<file path="src/rtl/branch_ctrl_pkg.sv">
// Shared definitions for the branch resolution block: funct3 encodings and
// the controller state type.
package branch_ctrl_pkg;

    localparam logic [2:0] F3_BEQ  = 3'b000;
    localparam logic [2:0] F3_BNE  = 3'b001;
    localparam logic [2:0] F3_BLT  = 3'b100;
    localparam logic [2:0] F3_BGE  = 3'b101;
    localparam logic [2:0] F3_BLTU = 3'b110;
    localparam logic [2:0] F3_BGEU = 3'b111;

    typedef enum logic [1:0] {
        ST_IDLE  = 2'd0,
        ST_EVAL  = 2'd1,
        ST_REDIR = 2'd2
    } state_t;

endpackage

</file>
<file path="src/rtl/branch_cond.sv">
// Branch condition evaluation: all compare flags come from a single 33-bit
// subtraction, then funct3 picks one of them.
module branch_cond
    import branch_ctrl_pkg::*;
(
    input  logic [31:0] rs1,
    input  logic [31:0] rs2,
    input  logic [2:0]  funct3,
    output logic        cond
);

    logic [32:0] diff;
    logic        eq;
    logic        lt;
    logic        ltu;

    assign diff = {1'b0, rs1} - {1'b0, rs2};
    assign eq   = (diff[31:0] == 32'd0);
    // Bit 32 is the borrow of the zero-extended subtraction.
    assign ltu  = diff[32];
    // Signed: differing signs decide directly, otherwise the difference sign.
    assign lt   = (rs1[31] != rs2[31]) ? rs1[31] : diff[31];

    always_comb begin
        cond = eq;
        case (funct3)
            F3_BEQ:  cond = eq;
            F3_BNE:  cond = !eq;
            F3_BLT:  cond = lt;
            F3_BGE:  cond = !lt;
            F3_BLTU: cond = ltu;
            F3_BGEU: cond = !ltu;
            default: cond = eq;
        endcase
    end

endmodule

</file>
<file path="src/rtl/branch_ctrl.sv">
// Branch resolution controller: latches a request, resolves it one cycle
// later and, for an aligned taken branch, holds a redirect until fetch takes it.
module branch_ctrl
    import branch_ctrl_pkg::*;
#(
    parameter int CNT_W = 16
) (
    input  logic             clk,
    input  logic             rst,
    input  logic             req_valid,
    output logic             req_ready,
    input  logic [2:0]       req_funct3,
    input  logic [31:0]      req_rs1,
    input  logic [31:0]      req_rs2,
    input  logic [31:0]      req_pc,
    input  logic [31:0]      req_imm,
    input  logic             kill,
    output logic             res_valid,
    output logic             res_taken,
    output logic             misalign,
    output logic             redir_valid,
    output logic [31:0]      redir_pc,
    input  logic             redir_ready,
    output logic             flush,
    output logic [CNT_W-1:0] taken_cnt,
    output state_t           dbg_state
);

    // Handshakes: a request transfers on a cycle with req_valid && req_ready
    // && !kill; a redirect transfers on a cycle with redir_valid && redir_ready.
    // redir_valid, once raised, stays up with redir_pc stable until it
    // transfers or the branch is killed/reset.

    state_t      state;
    state_t      state_nxt;
    logic [2:0]  funct3_q;
    logic [31:0] rs1_q;
    logic [31:0] rs2_q;
    logic [31:0] pc_q;
    logic [31:0] imm_q;
    logic [31:0] target;
    logic        cond;
    logic        load_req;
    logic        load_redir;
    logic        cnt_inc;

    branch_cond u_cond (
        .rs1    (rs1_q),
        .rs2    (rs2_q),
        .funct3 (funct3_q),
        .cond   (cond)
    );

    assign target    = pc_q + imm_q;
    assign dbg_state = state;

    always_comb begin
        state_nxt   = state;
        req_ready   = 1'b0;
        res_valid   = 1'b0;
        res_taken   = 1'b0;
        misalign    = 1'b0;
        redir_valid = 1'b0;
        flush       = 1'b0;
        load_req    = 1'b0;
        load_redir  = 1'b0;
        cnt_inc     = 1'b0;
        case (state)
            ST_IDLE: begin
                req_ready = 1'b1;
                if (req_valid && !kill) begin
                    load_req  = 1'b1;
                    state_nxt = ST_EVAL;
                end
            end
            ST_EVAL: begin
                state_nxt = ST_IDLE;
                if (!kill) begin
                    res_valid = 1'b1;
                    res_taken = cond;
                    if (cond) begin
                        if (target[1:0] != 2'b00) begin
                            misalign = 1'b1;
                        end else begin
                            load_redir = 1'b1;
                            state_nxt  = ST_REDIR;
                        end
                    end
                end
            end
            ST_REDIR: begin
                if (kill) begin
                    state_nxt = ST_IDLE;
                end else begin
                    redir_valid = 1'b1;
                    if (redir_ready) begin
                        flush     = 1'b1;
                        cnt_inc   = 1'b1;
                        state_nxt = ST_IDLE;
                    end
                end
            end
            default: state_nxt = ST_IDLE;
        endcase
    end

    always_ff @(posedge clk) begin
        if (rst) begin
            state     <= ST_IDLE;
            funct3_q  <= 3'd0;
            rs1_q     <= 32'd0;
            rs2_q     <= 32'd0;
            pc_q      <= 32'd0;
            imm_q     <= 32'd0;
            redir_pc  <= 32'd0;
            taken_cnt <= '0;
        end else begin
            state <= state_nxt;
            if (load_req) begin
                funct3_q <= req_funct3;
                rs1_q    <= req_rs1;
                rs2_q    <= req_rs2;
                pc_q     <= req_pc;
                imm_q    <= req_imm;
            end
            if (load_redir) begin
                redir_pc <= target;
            end
            if (cnt_inc) begin
                taken_cnt <= taken_cnt + CNT_W'(1);
            end
        end
    end

endmodule

</file>
<file path="config.mk">
export PLATFORM = sky130hd
export DESIGN_NAME = branch_ctrl
export DESIGN_NICKNAME = d
export VERILOG_FILES = /design/src/rtl/branch_ctrl_pkg.sv /design/src/rtl/branch_cond.sv /design/src/rtl/branch_ctrl.sv
export SDC_FILE = /design/constraint.sdc
export NUM_CORES = 1
export LEC_CHECK = 0
export CAP_MARGIN = 20
export CORE_MARGIN = 1.5
export CORE_UTILIZATION = 30
export CTS_CLUSTER_SIZE = 20
export DETAILED_ROUTE_END_ITERATION = 8
export HOLD_SLACK_MARGIN = 0.05
export SLEW_MARGIN = 10
export SYNTH_ARGS = -nofsm -noshare
export SYNTH_HDL_FRONTEND = slang
export SYNTH_SLANG_ARGS = --single-unit
</file>
<file path="constraint.sdc">
create_clock -name clk -period 9.5 [get_ports clk]
set_clock_uncertainty 0.15 [all_clocks]
set_input_delay 1.9 -clock clk [delete_from_list [all_inputs] [get_ports clk]]
set_output_delay 1.9 -clock clk [all_outputs]
set_load 0.05 [all_outputs]
</file>
After elaboration in Yosys (flattened, before gate mapping)
Index checks and enable logic that the tools add are counted.
- bits in registers: 181
- bits of input ports: 136
- output and inout port bits: 56
- word-level logic and storage cells: 58
- add/subtract/negate cells: 3
- eq/ne operators: 10
- muxes and demuxes: 28
- reductions and logical operators: 9
- operators with widths (operator ; number):
    $sub 32x32->33 ; 1
    $add 32x32->32 ; 1
    $logic_not 32->1 ; 1
    $mux 1 ; 20
    $add 16x1->16 const B ; 1
    $eq 3x3->1 const B ; 4
    $mux 2 ; 6
    $pmux 2 s3 ; 1
    $pmux 1 s5 ; 1
    $logic_not 1->1 ; 4
    $eq 3x1->1 const B ; 1
    $ne 3x3->1 const B ; 1
    $eq 2x1->1 const B ; 1
    $eq 2x2->1 const B ; 1
    $logic_not 2->1 ; 1
    $ne 2x2->1 const B ; 1
    $reduce_and 2->1 ; 1
    $reduce_bool 2->1 ; 1
    $logic_and 1x1->1 ; 1
    $ne 1x1->1 ; 1

Depth between registers and ports, before layout
- word-level depth: 7
- gate-level depth with buffers: 25
- mapped depth without buffers: 22

By module
Synthesis repeated with hierarchy kept, for this count alone.
- cells, all modules: 1333
- area total of the unflattened synthesis: 10092.2 um^2
- modules (own cells, without submodules) (module ; times used ; cells each ; area each (um^2) ; seq. area each (um^2)):
    branch_ctrl ; 1 ; 1020 ; 7993.9 ; 3623.5
    branch_cond ; 1 ; 313 ; 2098.3 ; 0.0

Worst setup path before layout
OpenSTA, ideal clock, no wires.
- kind: register -> output
- from: register rs2_q[18]
- to: output port misalign
- data arrival time: 6.453 ns
- data required time: 7.450 ns
- slack: 0.997 ns
- cell stages (with the launch flop): 24
- path buffers: 1
- path through: dfxtp_1 -> inv_1 -> ha_1 -> clkbuf_1 -> a21oi_1 -> o21a_1 -> o21ai_0 -> a31oi_1 -> nand3_1 -> o221a_2 -> o21ai_0 -> nand2b_1 -> fa_1 -> a2111oi_2 -> o2111ai_1 -> or4_1 -> nor4_1 -> nand4_1 -> nor4_1 -> nand4_1 -> nor4_2 -> nor3_1 -> nor3b_1 -> nor2b_1
- longest elaborated chain between the ends: 7
- elaborated cells between the ends (all ways): 10
- those cells by class: 1 x add/sub; 5 x mux; 4 x reduce/logical
- ends and longest elaborated chain (what ; line ; text):
    from (decl) ; branch_ctrl.sv:38 ; logic [31:0] rs2_q;
    from (signal assigned) ; branch_ctrl.sv:122 ; rs2_q <= req_rs2;
    $sub 32x32->33 (*) ; branch_cond.sv:17 ; assign diff = {1'b0, rs1} - {1'b0, rs2};
    $logic_not 32->1 / $mux 1 (equally long branches) ; branch_cond.sv:18, branch_cond.sv:22 ;
    $logic_not 1->1, on equally long branches ; branch_cond.sv:28, branch_cond.sv:30 ;
    $pmux 1 s5 (*) ; branch_cond.sv:26 ; case (funct3)
    $mux 1 (*) ; branch_ctrl.sv:81 ; if (cond) begin
    $mux 1 (*) ; branch_ctrl.sv:78 ; if (!kill) begin
    $mux 1 (*) ; branch_ctrl.sv:68 ; case (state)
    to (decl) ; branch_ctrl.sv:20 ; output logic misalign,
Every way passes the cells marked *; elsewhere a longest branch is shown, timed or not.

Final worst setup path
Same ends and word-level chain as after synthesis.

==> key figures <==
Status
  • Status: complete, no violations

Timing
  • Final Hold Vio Count: 0
  • Setup Viol. Count Final: 0
  • Worst-margin pin slew: 1.04 ns
  • Post-layout min period: 8.84 ns
  • Final-report max-slew violation count: 0
  • Relative slew slack: 30.4%
  • Fin crit share: 93.1%
  • RSZ-0062 raised after global routing: no
  • Peak Freq: 0.113 GHz
  • Setup TNS: 0 ns
  • Final worst setup slack: 0.657 ns

Worst hold path
  • Hold Path Class: flip-flop to flip-flop
  • Hold Crit Start: rs2_q[7]$_SDFFE_PP0P_
  • Hold path depth: 2

Power and ir drop
  • Leakage: 0.00493 uW
  • Switching share of power: 31.3%
  • Sequential share of power: 41.2%
  • VDD IR max: 0.128 mV
  • Combinational power share: 20.5%
  • Pwr Density: 149 mW/mm^2
  • Clk pwr share: 38.2%
  • Sw Pwr: 607 uW
  • Internal power: 1330 uW

GRT
  • Vias in the first global route: 9540
  • Largest net degree at the start of global routing: 108
  • GRT Residual Overflow: 0
  • Initial antenna violation count: 0
  • GRT Total Usage: 17.4%
  • First-pass GRT wire length: 49100 microns

Setup path
  • Crit end category: output pin
  • Worst Path Arrival: 6.79 ns
  • Critical Path RT: 7.45 ns
  • Critical-path maximum fanout: 12
  • Crit path launch: rs2_q[18]$_SDFFE_PP0P_
  • R2R Path Start: rs2_q[18]$_SDFFE_PP0P_
  • CP startpoint kind: flip-flop
  • Reg2reg path depth: 22
  • Crit Path Class: flip-flop to output pin

Die
  • Io pins: 192
  • Placement Rows: 67
  • Die footprint: 0.0351 sq mm
  • Die W: 187 microns
  • Die Y: 187 microns
  • Core footprint: 0.0334 sq mm
  • Initial Util: 30.5%

Final layout
  • Share of cells above drive strength 1: 4.19%
  • Nets: 1692
  • FILL cells: 3471
  • Inserted Diodes: 0
  • Area growth, synth to finish: 27.6%
  • Final Util: 38.9%
  • Multi-input gate area: 0.00604 sq mm
  • Non-Filler Instances: 1951
  • Register area: 0.00362 sq mm

Logic synthesis
  • Synth Net Count: 1552
  • Register bit total from synthesis: 181
  • Seq/Total Area, Yosys: 35.6%
  • Avg Inst Size Synth: 7.55 sq um
  • Commonest cells in the netlist: 318 x nand2_1, 214 x a21oi_1, 181 x dfxtp_1, 66 x clkbuf_1, 64 x ha_1
  • Ys flop type: dfxtp_1
  • Post-synthesis instance total: 1350
  • Most frequent cell after synthesis: nand2_1
  • Leading area contributor after synthesis: dfxtp_1
  • Synth async-reset ratio: 0%
  • Top cells by area, synth: dfxtp_1 36%, nand2_1 12%, a21oi_1 11%, ha_1 7.9%, clkbuf_1 2.4%
  • Yosys warnings: 0
  • Syn Std Cell Area: 0.0102 sq mm
  • Number of flops mapped to enable cells by yosys: 0
  • Yosys cell types: 73
  • Share of the synthesized area in the top cell type: 35.6%

Detailed routing
  • Pre-Repair DR Iteration Count: 5
  • Per-cell routed wire length: 15.7 microns
  • Post-Route WL: 30600 microns
  • DRC: 0
  • Number of vias in the routed layout: 9756
  • Number of routed nets with antenna violations: 0
  • Initial DRC count: 630
  • Vias/cell: 5.00

CTS
  • Clock-pin transition on the worst setup and hold timing paths: 0.07 ns
  • CTS Sinks: 181
  • CTS tree: done
  • TritonCTS buffer count: 17
  • Skew-Pair Late Insertion Delay: 0.46 ns
  • Root buffer cell: clkbuf_16
  • Longest Clk Path Bufs: 2
  • Setup bufs post-CTS: 0
  • H-tree depth: 4

Placed design
  • Dpl hpwl: 22200 microns
  • Placed cells: 1919
  • Pre-CTS setup slack: 0.776 ns
  • Port Buffers: 191
  • Gpl congestion: 0.851

Run
  • MaxCap Viol Count: 0
## logic make-up after synthesis
family / share of synthesized area [%]
xor+xnor: 3.95
fa+ha+maj: 8.25
compound gates: 23.6
flops: 35.6
simple gates: 22.8
mux: 0.504
buf+inv: 5.28
## worst max-delay path: stages (launching register included)
cell            delay [ns]
dfxtp_1               0.34
inv_1                 0.05
ha_1                  0.44
a21oi_1               0.26
o21a_1                0.19
o21ai_0               0.09
a31oi_1               0.32
nand3_1               0.13
o221a_2               0.27
o21ai_0               0.17
nand2b_1              0.09
fa_1                  0.44
a2111oi_2             0.26
o2111ai_1             0.15
or4_1                 0.53
nor4_1                0.29
nand4_1               0.13
nor4_1                0.46
nand4_1               0.25
nor4_2                0.43
nor3_1                0.10
nor3b_1               0.30
nor2b_1               0.16
dlymetal6s2s_1        0.48
## path summary, 6_finish.rpt
path / endpoint / slack, ns
max: misalign / 0.66
min: rs2_q[7]$_SDFFE_PP0P_ / 0.31
max reg2reg: redir_pc[8]$_SDFFE_PP0P_ / 2.47
min reg2reg: rs2_q[7]$_SDFFE_PP0P_ / 0.31
## metal layers
layer,track usage [%],vias to the layer above,share of wire (%)
met1,21.6,4542,45
met4,5.30,0,1.5
li1,-,4955,-
met5,0,-,0
met3,4.20,30,5.5
met2,29.7,229,48
## sequential cells by signal, summed over array words and instances (netlist names)
| name | cells |
|---|---|
| rs1_q | 32 |
| funct3_q | 3 |
| taken_cnt | 16 |
| pc_q | 32 |
| rs2_q | 32 |
| imm_q | 32 |
| redir_pc | 32 |
| dbg_state | 2 |
## layout by cell type, fill, tap and decap left out, types with 7 or more instances in the layout
master             n
nand2b_1          18
nor2b_1           19
xnor2_1           28
clkdlybuf4s50_1  188
o21a_1            11
inv_1             51
o21ai_0           43
clkbuf_16         17
a21o_1            21
o31ai_2            8
nor3_1            14
o21ai_1           31
nand4_1           14
xor2_1            18
nand2_1          318
dfxtp_1          181
and3_1             7
nand3_1           35
a21oi_1          214
ha_1              64
nor2_1            56
or3_1             10
buf_4              7
## timing repair
item | 4_1_cts | 5_1_grt
endpoints found under the setup margin | 0 | 2
resized for setup | 0 | 2
hold buffers | 0 | 0
## cell type report
type / instances / area share [%]
Inverter: 51 / 1.47
Tap cell: 448 / 4.31
Sequential cell: 181 / 27.9
Timing Repair Buffer: 198 / 15.2
Clock inverter: 15 / 1.40
Clock buffer: 17 / 3.27
Multi-Input combinational cell: 1041 / 46.5
## metrics by stage
step	cell area, sq um	total power [uW]	hold WS (ns)
6_report	13000	1940	0.308
5_1_grt	13000	2040	0.322
4_1_cts	13000	1970	0.308
3_5_place_dp	12400	1210	0.298
3_3_place_gp	12400	1220	0.293
2_1_floorplan	10200	1070	0.286
## power by group through the flow
stage,registers [uW],clock network [uW],logic (uW)
floorplan,815,0,259
global placement,817,0,400
detailed placement,818,0,396
CTS,800,769,399
global route,804,793,442
finish,800,742,399
Note: power is estimated with default switching activity, not from simulation.
